`src/rtl/timer_pkg.sv`:
```
// Shared definitions for the timer control stage.
//   - state_t: mode state machine encoding, exposed on state_dbg.
//   - *_DEF:   default cycle counts at a 100 MHz system clock.
//   - cnt_width(): bits needed to hold 0..max_val inclusive.
package timer_pkg;

  typedef enum logic [2:0] {
    IDLE  = 3'd0,
    RUN   = 3'd1,
    PAUSE = 3'd2,
    DONE  = 3'd3,
    CLEAR = 3'd4
  } state_t;

  // 10 ms of stable level before a button change is believed.
  localparam int unsigned DEBOUNCE_CYCLES_DEF = 1_000_000;
  // One full 1 Hz period, so the slow counter samples exactly one edge.
  localparam int unsigned PULSE_CYCLES_DEF    = 100_000_000;
  // Half-period of the DONE blink.
  localparam int unsigned BLINK_CYCLES_DEF    = 50_000_000;

  function automatic int cnt_width(input int unsigned max_val);
    return (max_val < 1) ? 1 : $clog2(max_val + 1);
  endfunction

endpackage

```
`src/rtl/button_conditioner.sv`:
```
// Conditions one raw push-button into a single-cycle press pulse.
//   i_clk    system clock
//   i_rst_n  asynchronous active-low reset
//   i_btn    raw, asynchronous, active-high button level
//   o_press  one-cycle pulse on an accepted 0->1 transition
// The new level is accepted only after DEBOUNCE_CYCLES consecutive samples
// that differ from the currently accepted level; any return to the accepted
// level restarts the count. Releases are tracked but never pulse.
module button_conditioner
  import timer_pkg::*;
#(
  parameter int unsigned DEBOUNCE_CYCLES = DEBOUNCE_CYCLES_DEF
) (
  input  logic i_clk,
  input  logic i_rst_n,
  input  logic i_btn,
  output logic o_press
);

  localparam int            CW   = cnt_width(DEBOUNCE_CYCLES);
  localparam logic [CW-1:0] LAST = CW'(DEBOUNCE_CYCLES - 1);
  localparam logic [CW-1:0] ONE  = CW'(1);

  logic          r_sync1;
  logic          r_sync2;
  logic          r_stable;
  logic          r_init;
  logic          r_press;
  logic [CW-1:0] r_cnt;
  logic          w_accept;

  // The synchroniser is deliberately not reset: it keeps tracking the pin
  // through reset so the accepted level can be seeded from it afterwards.
  always_ff @(posedge i_clk) begin
    r_sync1 <= i_btn;
    r_sync2 <= r_sync1;
  end

  assign w_accept = (r_sync2 != r_stable) && (r_cnt == LAST);

  always_ff @(posedge i_clk or negedge i_rst_n) begin
    if (!i_rst_n) begin
      r_init   <= 1'b0;
      r_stable <= 1'b0;
      r_cnt    <= '0;
      r_press  <= 1'b0;
    end else if (!r_init) begin
      // First cycle out of reset: adopt the present level as history so a
      // button held through reset does not look like a fresh press.
      r_init   <= 1'b1;
      r_stable <= r_sync2;
      r_cnt    <= '0;
      r_press  <= 1'b0;
    end else begin
      r_press <= w_accept && r_sync2;
      if (r_sync2 == r_stable) begin
        r_cnt <= '0;
      end else if (w_accept) begin
        r_stable <= r_sync2;
        r_cnt    <= '0;
      end else begin
        r_cnt <= r_cnt + ONE;
      end
    end
  end

  assign o_press = r_press;

endmodule

```
`src/rtl/timer_control_fsm.sv`:
```
// Control stage for the minutes/seconds counter: conditions the five board
// buttons, runs the IDLE/RUN/PAUSE/DONE/CLEAR mode machine and drives the
// counter controls plus the DONE alarm/blink indication.
//   clk, reset          100 MHz clock, async active-low reset
//   btn_*               raw buttons (start, mode, sec, min, clear)
//   finish              counter terminal flag, 1 Hz domain
//   enable, forward     counter run enable / direction (1 = up)
//   incrementSeconds,
//   incrementMinutes,
//   counter_clear       strobes held PULSE_CYCLES cycles
//   alarm, blink        DONE indication (blink half-period BLINK_CYCLES)
//   state_dbg           current state encoding
// Every output is a flop loaded from the next-state logic, so a decision made
// on an internal pulse appears on the outputs one clock later.
module timer_control_fsm
  import timer_pkg::*;
#(
  parameter int unsigned DEBOUNCE_CYCLES = DEBOUNCE_CYCLES_DEF,
  parameter int unsigned PULSE_CYCLES    = PULSE_CYCLES_DEF,
  parameter int unsigned BLINK_CYCLES    = BLINK_CYCLES_DEF
) (
  input  logic       clk,
  input  logic       reset,
  input  logic       btn_start,
  input  logic       btn_mode,
  input  logic       btn_sec,
  input  logic       btn_min,
  input  logic       btn_clear,
  input  logic       finish,
  output logic       enable,
  output logic       forward,
  output logic       incrementSeconds,
  output logic       incrementMinutes,
  output logic       counter_clear,
  output logic       alarm,
  output logic       blink,
  output logic [2:0] state_dbg
);

  localparam int unsigned MAX_CYC =
    (PULSE_CYCLES > BLINK_CYCLES) ? PULSE_CYCLES : BLINK_CYCLES;
  localparam int            CW     = cnt_width(MAX_CYC);
  localparam logic [CW-1:0] P_LAST = CW'(PULSE_CYCLES);
  localparam logic [CW-1:0] B_LAST = CW'(BLINK_CYCLES);
  localparam logic [CW-1:0] C_ONE  = CW'(1);

  logic w_start_p, w_mode_p, w_sec_p, w_min_p, w_clear_p, w_fin_p;

  button_conditioner #(.DEBOUNCE_CYCLES(DEBOUNCE_CYCLES)) u_btn_start (
    .i_clk(clk), .i_rst_n(reset), .i_btn(btn_start), .o_press(w_start_p));
  button_conditioner #(.DEBOUNCE_CYCLES(DEBOUNCE_CYCLES)) u_btn_mode (
    .i_clk(clk), .i_rst_n(reset), .i_btn(btn_mode), .o_press(w_mode_p));
  button_conditioner #(.DEBOUNCE_CYCLES(DEBOUNCE_CYCLES)) u_btn_sec (
    .i_clk(clk), .i_rst_n(reset), .i_btn(btn_sec), .o_press(w_sec_p));
  button_conditioner #(.DEBOUNCE_CYCLES(DEBOUNCE_CYCLES)) u_btn_min (
    .i_clk(clk), .i_rst_n(reset), .i_btn(btn_min), .o_press(w_min_p));
  button_conditioner #(.DEBOUNCE_CYCLES(DEBOUNCE_CYCLES)) u_btn_clear (
    .i_clk(clk), .i_rst_n(reset), .i_btn(btn_clear), .o_press(w_clear_p));

  // finish comes from the slow counter domain; only its rising edge matters.
  logic r_fin_s1, r_fin_s2, r_fin_prev;

  always_ff @(posedge clk or negedge reset) begin
    if (!reset) begin
      r_fin_s1   <= 1'b0;
      r_fin_s2   <= 1'b0;
      r_fin_prev <= 1'b0;
    end else begin
      r_fin_s1   <= finish;
      r_fin_s2   <= r_fin_s1;
      r_fin_prev <= r_fin_s2;
    end
  end

  assign w_fin_p = r_fin_s2 && !r_fin_prev;

  state_t        r_state, w_state_nxt;
  logic          r_enable, r_forward, w_forward_nxt;
  logic          r_alarm, r_cc;
  logic          r_blink, w_blink_nxt;
  logic          r_sec_on, w_sec_on_nxt;
  logic          r_min_on, w_min_on_nxt;
  logic [CW-1:0] r_clr_cnt, w_clr_cnt_nxt;
  logic [CW-1:0] r_blink_cnt, w_blink_cnt_nxt;
  logic [CW-1:0] r_sec_cnt, w_sec_cnt_nxt;
  logic [CW-1:0] r_min_cnt, w_min_cnt_nxt;

  always_comb begin
    w_state_nxt     = r_state;
    w_forward_nxt   = r_forward;
    w_clr_cnt_nxt   = '0;
    w_blink_nxt     = 1'b0;
    w_blink_cnt_nxt = '0;
    w_sec_on_nxt    = r_sec_on;
    w_sec_cnt_nxt   = r_sec_cnt;
    w_min_on_nxt    = r_min_on;
    w_min_cnt_nxt   = r_min_cnt;

    // Priority inside each state: clear beats start, finish beats start.
    case (r_state)
      IDLE: begin
        if (w_mode_p) w_forward_nxt = ~r_forward;
        if (w_clear_p)      w_state_nxt = CLEAR;
        else if (w_start_p) w_state_nxt = RUN;
      end
      RUN: begin
        if (w_fin_p)        w_state_nxt = DONE;
        else if (w_start_p) w_state_nxt = PAUSE;
      end
      PAUSE: begin
        if (w_clear_p)      w_state_nxt = CLEAR;
        else if (w_start_p) w_state_nxt = RUN;
      end
      DONE: begin
        if (w_start_p || w_clear_p) w_state_nxt = CLEAR;
      end
      CLEAR: begin
        if (r_clr_cnt >= P_LAST) w_state_nxt = IDLE;
        else                     w_clr_cnt_nxt = r_clr_cnt + C_ONE;
      end
      default: w_state_nxt = IDLE;
    endcase

    // Clear strobe counts held cycles starting at 1 on entry.
    if (w_state_nxt == CLEAR && r_state != CLEAR) w_clr_cnt_nxt = C_ONE;

    // Blink starts high on DONE entry and flips every BLINK_CYCLES.
    if (w_state_nxt == DONE) begin
      if (r_state != DONE) begin
        w_blink_nxt     = 1'b1;
        w_blink_cnt_nxt = C_ONE;
      end else if (r_blink_cnt >= B_LAST) begin
        w_blink_nxt     = ~r_blink;
        w_blink_cnt_nxt = C_ONE;
      end else begin
        w_blink_nxt     = r_blink;
        w_blink_cnt_nxt = r_blink_cnt + C_ONE;
      end
    end

    // Increment stretches: armed only from IDLE, presses during an active
    // stretch are dropped, and a running stretch always finishes.
    if (r_sec_on) begin
      if (r_sec_cnt >= P_LAST) begin
        w_sec_on_nxt  = 1'b0;
        w_sec_cnt_nxt = '0;
      end else begin
        w_sec_cnt_nxt = r_sec_cnt + C_ONE;
      end
    end else if (r_state == IDLE && w_sec_p) begin
      w_sec_on_nxt  = 1'b1;
      w_sec_cnt_nxt = C_ONE;
    end

    if (r_min_on) begin
      if (r_min_cnt >= P_LAST) begin
        w_min_on_nxt  = 1'b0;
        w_min_cnt_nxt = '0;
      end else begin
        w_min_cnt_nxt = r_min_cnt + C_ONE;
      end
    end else if (r_state == IDLE && w_min_p) begin
      w_min_on_nxt  = 1'b1;
      w_min_cnt_nxt = C_ONE;
    end
  end

  always_ff @(posedge clk or negedge reset) begin
    if (!reset) begin
      r_state     <= IDLE;
      r_enable    <= 1'b0;
      r_forward   <= 1'b1;
      r_alarm     <= 1'b0;
      r_cc        <= 1'b0;
      r_blink     <= 1'b0;
      r_sec_on    <= 1'b0;
      r_min_on    <= 1'b0;
      r_clr_cnt   <= '0;
      r_blink_cnt <= '0;
      r_sec_cnt   <= '0;
      r_min_cnt   <= '0;
    end else begin
      r_state     <= w_state_nxt;
      r_enable    <= (w_state_nxt == RUN);
      r_forward   <= w_forward_nxt;
      r_alarm     <= (w_state_nxt == DONE);
      r_cc        <= (w_state_nxt == CLEAR);
      r_blink     <= w_blink_nxt;
      r_sec_on    <= w_sec_on_nxt;
      r_min_on    <= w_min_on_nxt;
      r_clr_cnt   <= w_clr_cnt_nxt;
      r_blink_cnt <= w_blink_cnt_nxt;
      r_sec_cnt   <= w_sec_cnt_nxt;
      r_min_cnt   <= w_min_cnt_nxt;
    end
  end

  assign enable           = r_enable;
  assign forward          = r_forward;
  assign incrementSeconds = r_sec_on;
  assign incrementMinutes = r_min_on;
  assign counter_clear    = r_cc;
  assign alarm            = r_alarm;
  assign blink            = r_blink;
  assign state_dbg        = r_state;

endmodule

```
`config.mk`:
```
export PLATFORM = sky130hd
export DESIGN_NAME = timer_control_fsm
export DESIGN_NICKNAME = d
export VERILOG_FILES = /design/src/rtl/timer_pkg.sv /design/src/rtl/button_conditioner.sv /design/src/rtl/timer_control_fsm.sv
export SDC_FILE = /design/constraint.sdc
export NUM_CORES = 1
export LEC_CHECK = 0
export ABC_AREA = 1
export CELL_PAD_IN_SITES_DETAIL_PLACEMENT = 1
export CELL_PAD_IN_SITES_GLOBAL_PLACEMENT = 2
export CORE_AREA = 2 2 198 200
export DETAILED_ROUTE_END_ITERATION = 10
export DIE_AREA = 0 0 200 202
export PLACE_DENSITY_LB_ADDON = 0.12
export SYNTH_ARGS = -nofsm -noshare
export SYNTH_HDL_FRONTEND = slang
export SYNTH_SLANG_ARGS = --single-unit
```
`constraint.sdc`:
```
create_clock -name clk -period 2.1 [get_ports clk]
set_input_delay 0.42 -clock clk [delete_from_list [all_inputs] [get_ports clk]]
set_output_delay 0.42 -clock clk [all_outputs]
set_load 0.02 [all_outputs]
```
==> Word-level counts from Yosys, hierarchy flattened <==
Cells that the tools add are included.
{ "op_classes": {"add_sub_neg": 9, "magnitude_cmp": 4, "n_eq_ne": 35, "mux": 63, "bitwise_logic": 2, "n_reduce_logical": 26} }
{ "ops": {"columns": ["operator", "n"], "rows": [
  ["$mux 27", 12],
  ["$mux 20", 15],
  ["$add 27x1->27 const B", 4],
  ["$add 20x1->20 const B", 5],
  ["$eq 20x20->1 const B", 5],
  ["$ge 27x27->1 const B", 3],
  ["$mux 1", 29],
  ["$ge 27x26->1 const B", 1],
  ["$mux 3", 6],
  ["$logic_and 1x1->1", 14],
  ["$ne 2x2->1 const B", 7],
  ["$pmux 3 s4", 1],
  ["$reduce_and 2->1", 6],
  ["$eq 3x2->1 const B", 3],
  ["$eq 3x1->1 const B", 2],
  ["$eq 3x3->1 const B", 2],
  ["$ne 2x1->1 const B", 3],
  ["$eq 1x1->1", 5],
  ["$ne 1x1->1", 5],
  ["$reduce_bool 2->1", 2],
  ["$logic_not 3->1", 1],
  ["$ne 3x1->1 const B", 1],
  ["$ne 3x2->1 const B", 1],
  ["$ne 3x3->1 const B", 1],
  ["4 further kinds", 5]
]} }
{ "word_totals": {"reg_bits": 242, "wordCells": 180} }

==> Logic depth before layout (Yosys ltp) <==
Gate-level depths: netlist (run 1).
{ "logic_depth": {"word_depth": 7, "ltp_mapped": 11, "ltp_nobuf": 10} }

==> Hierarchy <==
A second synthesis (run 1) with hierarchy kept.
{ "hier_totals": {"cells_unflattened": 2070, "hier_area_um2": 14476.4} }
{ "modules_own_cells": {"columns": ["mod", "instances", "cells_each", "area_each_um2"], "rows": [
  ["timer_control_fsm", 1, 1165, 7707.4],
  ["button_conditioner", 5, 181, 1353.8]
]} }

==> Worst setup path before layout (run 1) <==
No wires, ideal clock.
{ "synth_path": {"path_type": "reg2reg", "start": "register u_btn_min.r_cnt[0]", "end": "register u_btn_min.r_cnt[0]", "t_arrival_ns": 1.398, "required_ns": 1.976, "path_slack_ns": 0.579, "path_stages_with_launch": 8, "n_path_buf": 1, "synth_period_minus_slack_ns": 1.521, "cell_sequence": "dfrtp_1 > ha_1 > nand3_1 > nor3_1 > nand3_1 > nand3_2 > buf_6 > nor2_1"} }
{ "synth_between": {"elab_chain_cells": 5, "elab_cells_between_ends": 6, "classes_between": "add/sub (1); eq/ne (1); mux (3); reduce/logical (1)"} }
{ "synth_lines": {"columns": ["item", "line_no", "text"], "rows": [
  ["start, declared", "button_conditioner.sv:29", "logic [CW-1:0] r_cnt;"],
  ["start signal, assigned", "button_conditioner.sv:62", "r_cnt <= r_cnt + ONE;"],
  ["parallel branches: the longest is 2 deep, another holds $add 20x1->20", null, null],
  ["$mux 20 *", "button_conditioner.sv:58", "end else if (w_accept) begin"],
  ["$mux 20 *", "button_conditioner.sv:56", "if (r_sync2 == r_stable) begin"],
  ["$mux 20 *", "button_conditioner.sv:47", "end else if (!r_init) begin"]
]} }
Mark *: on every way between the ends.
A chain may end at the register's enable or synchronous reset.

==> Final worst setup path (run 1) <==
{ "layout_path": {"start": "register r_blink (netlist: blink)", "end": "output blink"} }
{ "layout_lines": {"columns": ["item", "line_no", "text"], "rows": [
  ["start, declared", "timer_control_fsm.sv:80", "logic r_blink, w_blink_nxt;"],
  ["start signal, assigned", "timer_control_fsm.sv:188", "r_blink <= w_blink_nxt;"],
  ["end, declared", "timer_control_fsm.sv:36", "output logic blink,"]
]} }
No word-level cell between the ends.

==> results of run 1 <==
final timing paths:
| check | startpoint | to | slack [ns] | depth (start not counted) |
|---|---|---|---|---|
| worst max-delay path | blink | blink | 0.1 | 1 |
| worst min-delay path | btn_start | u_btn_start.r_sync1 | 0.29 | 1 |
| worst max register to register | u_btn_min.r_cnt[0] | u_btn_min.r_cnt[2] | 0.28 | 6 |
| worst min register to register | u_btn_min.r_sync1 | u_btn_min.r_sync2 | 0.33 | 0 |
| max in group asynchronous | reset | forward | 1.09 | 3 |
| min in group asynchronous | reset | u_btn_mode.r_cnt[9] | 0.38 | 2 |
cell usage in the layout (no fill, tap or decap), types with 31 or more instances in the layout:
cell type	instances
nor3_1	45
inv_1	184
nand2_1	644
nor2_1	435
xnor2_1	43
nand4_1	37
xor2_1	79
nand3_1	130
dfrtp_1	231
clkbuf_16	31
metal layers:
| metal | vias to the layer above | part of all wire |
|---|---|---|
| li1 | 6217 | - |
| met1 | 5865 | 0.49 |
| met5 | - | 0 |
| met4 | 0 | 0.018 |
| met2 | 83 | 0.47 |
| met3 | 47 | 0.024 |
per-stage QoR:
| stage | hold slack [ns] | power (mW) | instances | utilization |
|---|---|---|---|---|
| finish | 0.2894 | 11.00 | 2567 | 0.4187 |
| global route | 0.2745 | 11.45 | 2567 | 0.4187 |
| floorplan | 0.1244 | 4.935 | 1972 | - |
| detailed placement | 0.3135 | 5.126 | 2509 | 0.3884 |
| global placement | 0.3103 | 5.118 | 2509 | 0.3884 |
| CTS | 0.2508 | 11.23 | 2567 | 0.4187 |
sequential cells by signal, indices dropped and copies added, names as in the netlist, 3 cells and up:
name / count
u_btn_sec.r_cnt: 20
u_btn_mode.r_cnt: 20
u_btn_clear.r_cnt: 20
r_min_cnt: 27
r_sec_cnt: 27
state_dbg: 3
r_blink_cnt: 27
u_btn_min.r_cnt: 20
u_btn_start.r_cnt: 20
r_clr_cnt: 27
final cells by class:
class | count | area (um2) | share of cell area
flip-flops and latches | 242 | 6007 | 0.3748
repair buffers | 43 | 442.9 | 0.02763
clock inverters | 21 | 309.0 | 0.01928
clock buffers | 36 | 844.6 | 0.05269
well taps | 518 | 648.1 | 0.04043
multi-input cells | 1515 | 7057 | 0.4402
inverters | 192 | 720.7 | 0.04496
report_power, final:
group | total (mW) | switching [mW] | leakage [nW] | internal, mW
logic | 0.295 | 0.211 | 3.11 | 0.0838
registers | 4.73 | 0.0320 | 3.30 | 4.70
clock network | 5.97 | 2.22 | 0.565 | 3.75
total | 11.0 | 2.47 | 6.97 | 8.53
what timing repair did:
item,4_1_cts,5_1_grt
hold endpoints to repair,39,0
hold buffers,1,0
resized for setup,4,0
setup endpoints to repair,4,0
cell families after synthesis:
logic type / Yosys count / synth area share
other: 2 / 0.0005385
AND/OR/NAND/NOR: 1340 / 0.4009
AO/OA/AOI/OAI: 38 / 0.01633
XOR/XNOR: 122 / 0.07662
adder cells (fa/ha/maj): 13 / 0.01166
buffers and inverters: 215 / 0.06325
flip-flops: 242 / 0.4307
==> results.py, run 1 <==
metrics = {
    "die": {
        "num_io_pins": 18,
        "initial_utilization": 0.3642,
        "die_w_um": 200,
        "core_area_um2": 38290,
        "num_rows": 72,
        "fp.dieArea_um2": 40400,
        "die_h_um": 202,
    },
    "clocking": {
        "cts_inserted_buffers": 31,
        "clk_latency_ns": 0.57,
        "clk_pin_slew_ns": 0.06,
        "clkSinkCount": 242,
        "cts_tree": "built",
        "clk_path_buf_depth": 3,
        "post_cts_buffers": 0,
        "htree_levels": 1,
        "clk_root_buffer_cell": "clkbuf_16",
    },
    "grt": {
        "grt_use_met1": 0.2685,
        "top_usage_layer": "met2",
        "overflow": 0,
        "antenna_found_initial": 0,
        "met3_usage": 0.02203,
        "grt_pass1_vias": 13040,
        "met2_usage": 0.3336,
        "grt_pass1_wl_um": 65150,
        "track_usage": 0.1966,
        "grt_max_degree": 48,
    },
    "routing": {
        "wl_um": 37510,
        "drt_first_pass_iters": 4,
        "detail_route.wl_per_cell_um": 14.61,
        "drcViolationCount": 0,
        "vias": 12210,
        "drtIter0Drc": 389,
        "ant_nets": 0,
        "via_per_inst": 4.757,
    },
    "setup_path": {
        "worst_path_max_delay_cell": "clkdlybuf4s50_1",
        "crit_chain": "clkdlybuf4s50_1",
        "crit_arrival_ns": 1.58,
        "path_delay_family": "buffers and inverters",
        "crit_type": "register to output port",
        "crit_path_max_fanout": 3,
        "crit_required_ns": 1.68,
        "end_kind": "output port",
        "cp_num_buf_inv": 1,
        "slowest_delay_ns": 0.62,
        "cp-start-kind": "register",
    },
    "timing": {
        "setup_slack_ns": 0.09556,
        "clock.fmax_mhz": 498.9,
        "setup_viol": 0,
        "worst_pin_slew_ns": 0.5863,
        "post-route-period-util": 0.9545,
        "min_period_ns": 2.004,
        "fin_worst_skew_ns": 0.01488,
        "finalHoldViolCount": 0,
        "tns_ns": 0,
        "rsz0062_at_grt": "no",
        "slew_headroom": 0.6061,
        "slew_violations": 0,
    },
    "job": {
        "maxCapViolCount": 0,
    },
    "placed_design": {
        "pre_cts_slack_ns": 0.2826,
        "dpl-instance-area_um2": 14870,
        "numPortBuffers": 17,
        "hpwl_um": 28230,
        "gp_congestion": 0.8491,
    },
    "synth": {
        "synth_top_area_frac": 0.4145,
        "synth_edf_count": 0,
        "syn_area_per_cell_um2": 7.072,
        "synth_nets": 1993,
        "synth_most_common_cell": "nand2_1",
        "yosysWarnings": 0,
        "synth-seq-cells": 242,
        "synthesis.area_um2": 13950,
        "synth_cells": 1972,
        "yosys.cell_types.count": 39,
        "synth_flop_cell": "dfrtp_1",
        "synth.largest_area_cell": "dfrtp_1",
        "async_reset_ff_frac": 0.9587,
        "synth_common_cells": "nand2_1 (644), nor2_1 (435), dfrtp_1 (231), inv_1 (184), nand3_1 (130)",
        "synthTopCellsByArea": "dfrtp_1 (41%), nand2_1 (17%), nor2_1 (12%)",
        "ys_seq_area_frac": 0.4307,
    },
    "finish": {
        "design_area_um2": 16030,
        "layout-drive-gt1-share": 0.06149,
        "n_antenna_cell": 0,
        "layout.nets": 2046,
        "fillerInstances": 4822,
        "synthToLayoutAreaGrowth_pct": 14.94,
    },
    "hold_path": {
        "hold_class": "input pin to register",
    },
    "power_and_ir_drop": {
        "cellLeakagePower_nw": 6.971,
        "p_per_area_nw_per_um2": 686.1,
        "vdd_drop_max_mv": 0.5377,
    },
    "status": {
        "status": "complete, no violations",
    },
}
No activity file was read; power rests on OpenSTA's default activity.
==> run 2: changes to the inputs <==
--- a/config.mk
+++ b/config.mk
@@ -15,3 +15,4 @@
 export SYNTH_ARGS = -nofsm -noshare
 export SYNTH_HDL_FRONTEND = slang
 export SYNTH_SLANG_ARGS = --single-unit
+export TNS_END_PERCENT = 100
==> results of run 2 <==
The final DEF is identical to that of run 1; final timing and power are the same.
==> run 3: changes to the inputs <==
--- a/config.mk
+++ b/config.mk
@@ -8,11 +8,12 @@
 export ABC_AREA = 1
 export CELL_PAD_IN_SITES_DETAIL_PLACEMENT = 1
 export CELL_PAD_IN_SITES_GLOBAL_PLACEMENT = 2
-export CORE_AREA = 2 2 198 200
+export CORE_AREA = 2 2 201 203
 export DETAILED_ROUTE_END_ITERATION = 10
-export DIE_AREA = 0 0 200 202
+export DIE_AREA = 0 0 203 205
 export PLACE_DENSITY_LB_ADDON = 0.12
 export SYNTH_ARGS = -nofsm -noshare
 export SYNTH_HDL_FRONTEND = slang
+export SYNTH_HIERARCHICAL = 1
 export SYNTH_SLANG_ARGS = --single-unit
 export TNS_END_PERCENT = 100
==> run 3 against run 2 <==
Against the previous run: clock-buffer cell count increased by 3; power down 3.9%; combinational power down 6%; highest routed layer unchanged; via count is 2.7% higher; area after synthesis rose by 3.8%; critical path type unchanged; sequential power is 2% higher; first-iteration DRC count up 28%.
==> results.py, run 3 <==
metrics = {
    "status": {
        "status": "complete, no violations",
    },
    "setup_path": {
        "cp-endpoint": "blink",
        "cp_num_buf_inv": 1,
        "end_kind": "output port",
        "path_delay_family": "buffers and inverters",
        "r2r_slack_ns": 0.39,
        "worst_path_max_delay_cell": "clkdlybuf4s50_1",
        "crit_chain": "clkdlybuf4s50_1",
        "cp-start-kind": "register",
        "crit_path_max_fanout": 3,
        "r2r-end": "r_min_cnt[16]",
        "r2r_start": "r_min_cnt[0]",
        "worstSetupPathDepth": 1,
        "rr_worst_depth": 8,
        "crit_start": "blink",
        "crit_type": "register to output port",
        "crit_required_ns": 1.68,
        "crit_arrival_ns": 1.60,
        "slowest_delay_ns": 0.63,
    },
    "grt": {
        "grt_max_degree": 78,
        "overflow": 0,
        "antenna_found_initial": 0,
        "grt_pass1_vias": 13250,
        "track_usage": 0.1911,
        "grt_pass1_wl_um": 65910,
    },
    "job": {
        "maxCapViolCount": 0,
    },
    "routing": {
        "drcViolationCount": 0,
        "wl_um": 38000,
        "via_per_inst": 4.683,
        "ant_nets": 0,
        "vias": 12540,
        "detail_route.wl_per_cell_um": 14.19,
        "drtIter0Drc": 497,
        "drt_first_pass_iters": 4,
    },
    "die": {
        "die_w_um": 203,
        "fp.dieArea_um2": 41620,
        "die_h_um": 205,
        "num_io_pins": 18,
        "num_rows": 73,
        "initial_utilization": 0.3677,
        "core_area_um2": 39370,
    },
    "synth": {
        "syn_area_per_cell_um2": 6.993,
        "yosysWarnings": 6,
        "synth-seq-cells": 246,
        "synth_cells": 2070,
        "synth_top_area_frac": 0.4062,
        "ys_seq_area_frac": 0.4219,
        "synth_flop_cell": "dfrtp_1",
        "yosys.cell_types.count": 37,
        "synth_common_cells": "nand2_1 (721), nor2_1 (423), dfrtp_1 (235), inv_1 (205), nand3_1 (156)",
        "synthesis.area_um2": 14480,
        "synth.largest_area_cell": "dfrtp_1",
        "synth_nets": 2091,
        "synthTopCellsByArea": "dfrtp_1 (41%), nand2_1 (19%), nor2_1 (11%)",
        "synth_most_common_cell": "nand2_1",
        "synth_edf_count": 0,
        "async_reset_ff_frac": 0.9593,
    },
    "clocking": {
        "clk_path_buf_depth": 3,
        "cts_inserted_buffers": 31,
        "clk_pin_slew_ns": 0.06,
        "clk_latency_ns": 0.58,
        "htree_levels": 1,
        "clkSinkCount": 246,
        "cts_tree": "built",
        "clk_root_buffer_cell": "clkbuf_16",
        "post_cts_buffers": 0,
    },
    "power_and_ir_drop": {
        "p_sw_frac": 0.2275,
        "sequentialPowerShare": 0.456,
        "cell_internal_pwr_mw": 8.162,
        "p_sw_mw": 2.403,
        "vdd_drop_max_mv": 0.5592,
        "p_per_area_nw_per_um2": 642.4,
        "cellLeakagePower_nw": 7.477,
        "clkPwrFrac": 0.518,
        "p_comb_frac": 0.026,
        "p_total_mw": 10.57,
    },
    "timing": {
        "clock.fmax_mhz": 494.5,
        "setup_slack_ns": 0.07792,
        "setup_viol": 0,
        "min_period_ns": 2.022,
        "tns_ns": 0,
        "fin_hold_ws_ns": 0.2500,
        "fin_worst_skew_ns": 0.01507,
        "rsz0062_at_grt": "no",
        "finalHoldViolCount": 0,
        "post-route-period-util": 0.9629,
        "slew_violations": 0,
    },
    "finish": {
        "layout-drive-gt1-share": 0.07574,
        "n_antenna_cell": 0,
        "final_common_cell": "nand2_1",
        "layout.nets": 2148,
        "synthToLayoutAreaGrowth_pct": 13.60,
        "design_area_um2": 16450,
        "final_cell_mix": "nand2_1 (721), nor2_1 (423), dfrtp_1 (235)",
    },
    "placed_design": {
        "numPortBuffers": 17,
        "hpwl_um": 28610,
        "gp_congestion": 0.8008,
        "pre_cts_slack_ns": 0.3637,
        "dpl-instance-area_um2": 15400,
    },
    "hold_path": {
        "hold_class": "input pin to async pin",
    },
}
[run 3: how the worst min path moves through the flow]
stage           from            end  slack (ns)  depth (start not counted)
6_report       reset  r_clr_cnt[24]        0.25                          2
3_5_place_dp   reset  r_clr_cnt[24]        0.25                          1
2_1_floorplan  reset          alarm        0.12                          0
5_1_grt        reset  r_clr_cnt[24]        0.23                          2
3_3_place_gp   reset  r_clr_cnt[24]        0.25                          1
4_1_cts        reset  r_clr_cnt[24]        0.22                          2
[run 3: cell families (layout without fill, tap and decap cells)]
family / Yosys count / in the layout / share of synthesized area
buffers and inverters: 237 / 319 / 0.06733
XOR/XNOR: 112 / 112 / 0.06776
other: 6 / 6 / 0.001556
AO/OA/AOI/OAI: 34 / 34 / 0.01521
adder cells (fa/ha/maj): 13 / 13 / 0.01124
AND/OR/NAND/NOR: 1422 / 1422 / 0.4150
flip-flops: 246 / 246 / 0.4219
[run 3: per-layer routing]
layer,global-route usage,part of all wire,vias to the layer above
met5,0,0,-
met4,0.04041,0.015,0
met3,0.02036,0.021,38
met2,0.3312,0.47,73
met1,0.2581,0.49,5987
li1,-,-,6438
[run 3: worst reg2reg max path, delay by kind of cell, from the launching register on]
family                     cells  cell delay [ns]
DFF                            1             0.44
xor gates and xnor gates       1             0.15
adders and majority gates      1             0.30
and+or+nand+nor                5             0.66
buffers and inverters          1             0.10
[run 3: power groups by stage]
stage               Clock [mW]  Sequential (mW)  Combinational (mW)
CTS                       5.69             4.81               0.294
floorplan                    0             4.89               0.122
global route              5.87             4.82               0.325
detailed placement           0             4.90               0.291
global placement             0             4.90               0.283
finish                    5.48             4.81               0.277
[run 3: cell type report]
| type | instances | area, um2 |
|---|---|---|
| Sequential cell | 246 | 6107 |
| Inverter | 216 | 810.8 |
| Fill cell | 5072 | 22920 |
| Clock buffer | 39 | 835.8 |
| Clock inverter | 19 | 209.0 |
| Timing Repair Buffer | 45 | 431.7 |
| Multi-Input combinational cell | 1587 | 7395 |
| Tap cell | 525 | 656.9 |
[run 3: metrics by stage]
stage / cells / utilization
after floorplan: 2070 / -
after global placement: 2618 / 0.3911
after detailed placement: 2618 / 0.3911
after CTS: 2677 / 0.4178
after global routing: 2677 / 0.4178
final: 2677 / 0.4178
[run 3: what timing repair did]
action | in CTS | in global routing
hold buffers | 1 | 0
hold endpoints to repair | 130 | 0
setup endpoints to repair | 5 | 0
resized for setup | 5 | 0
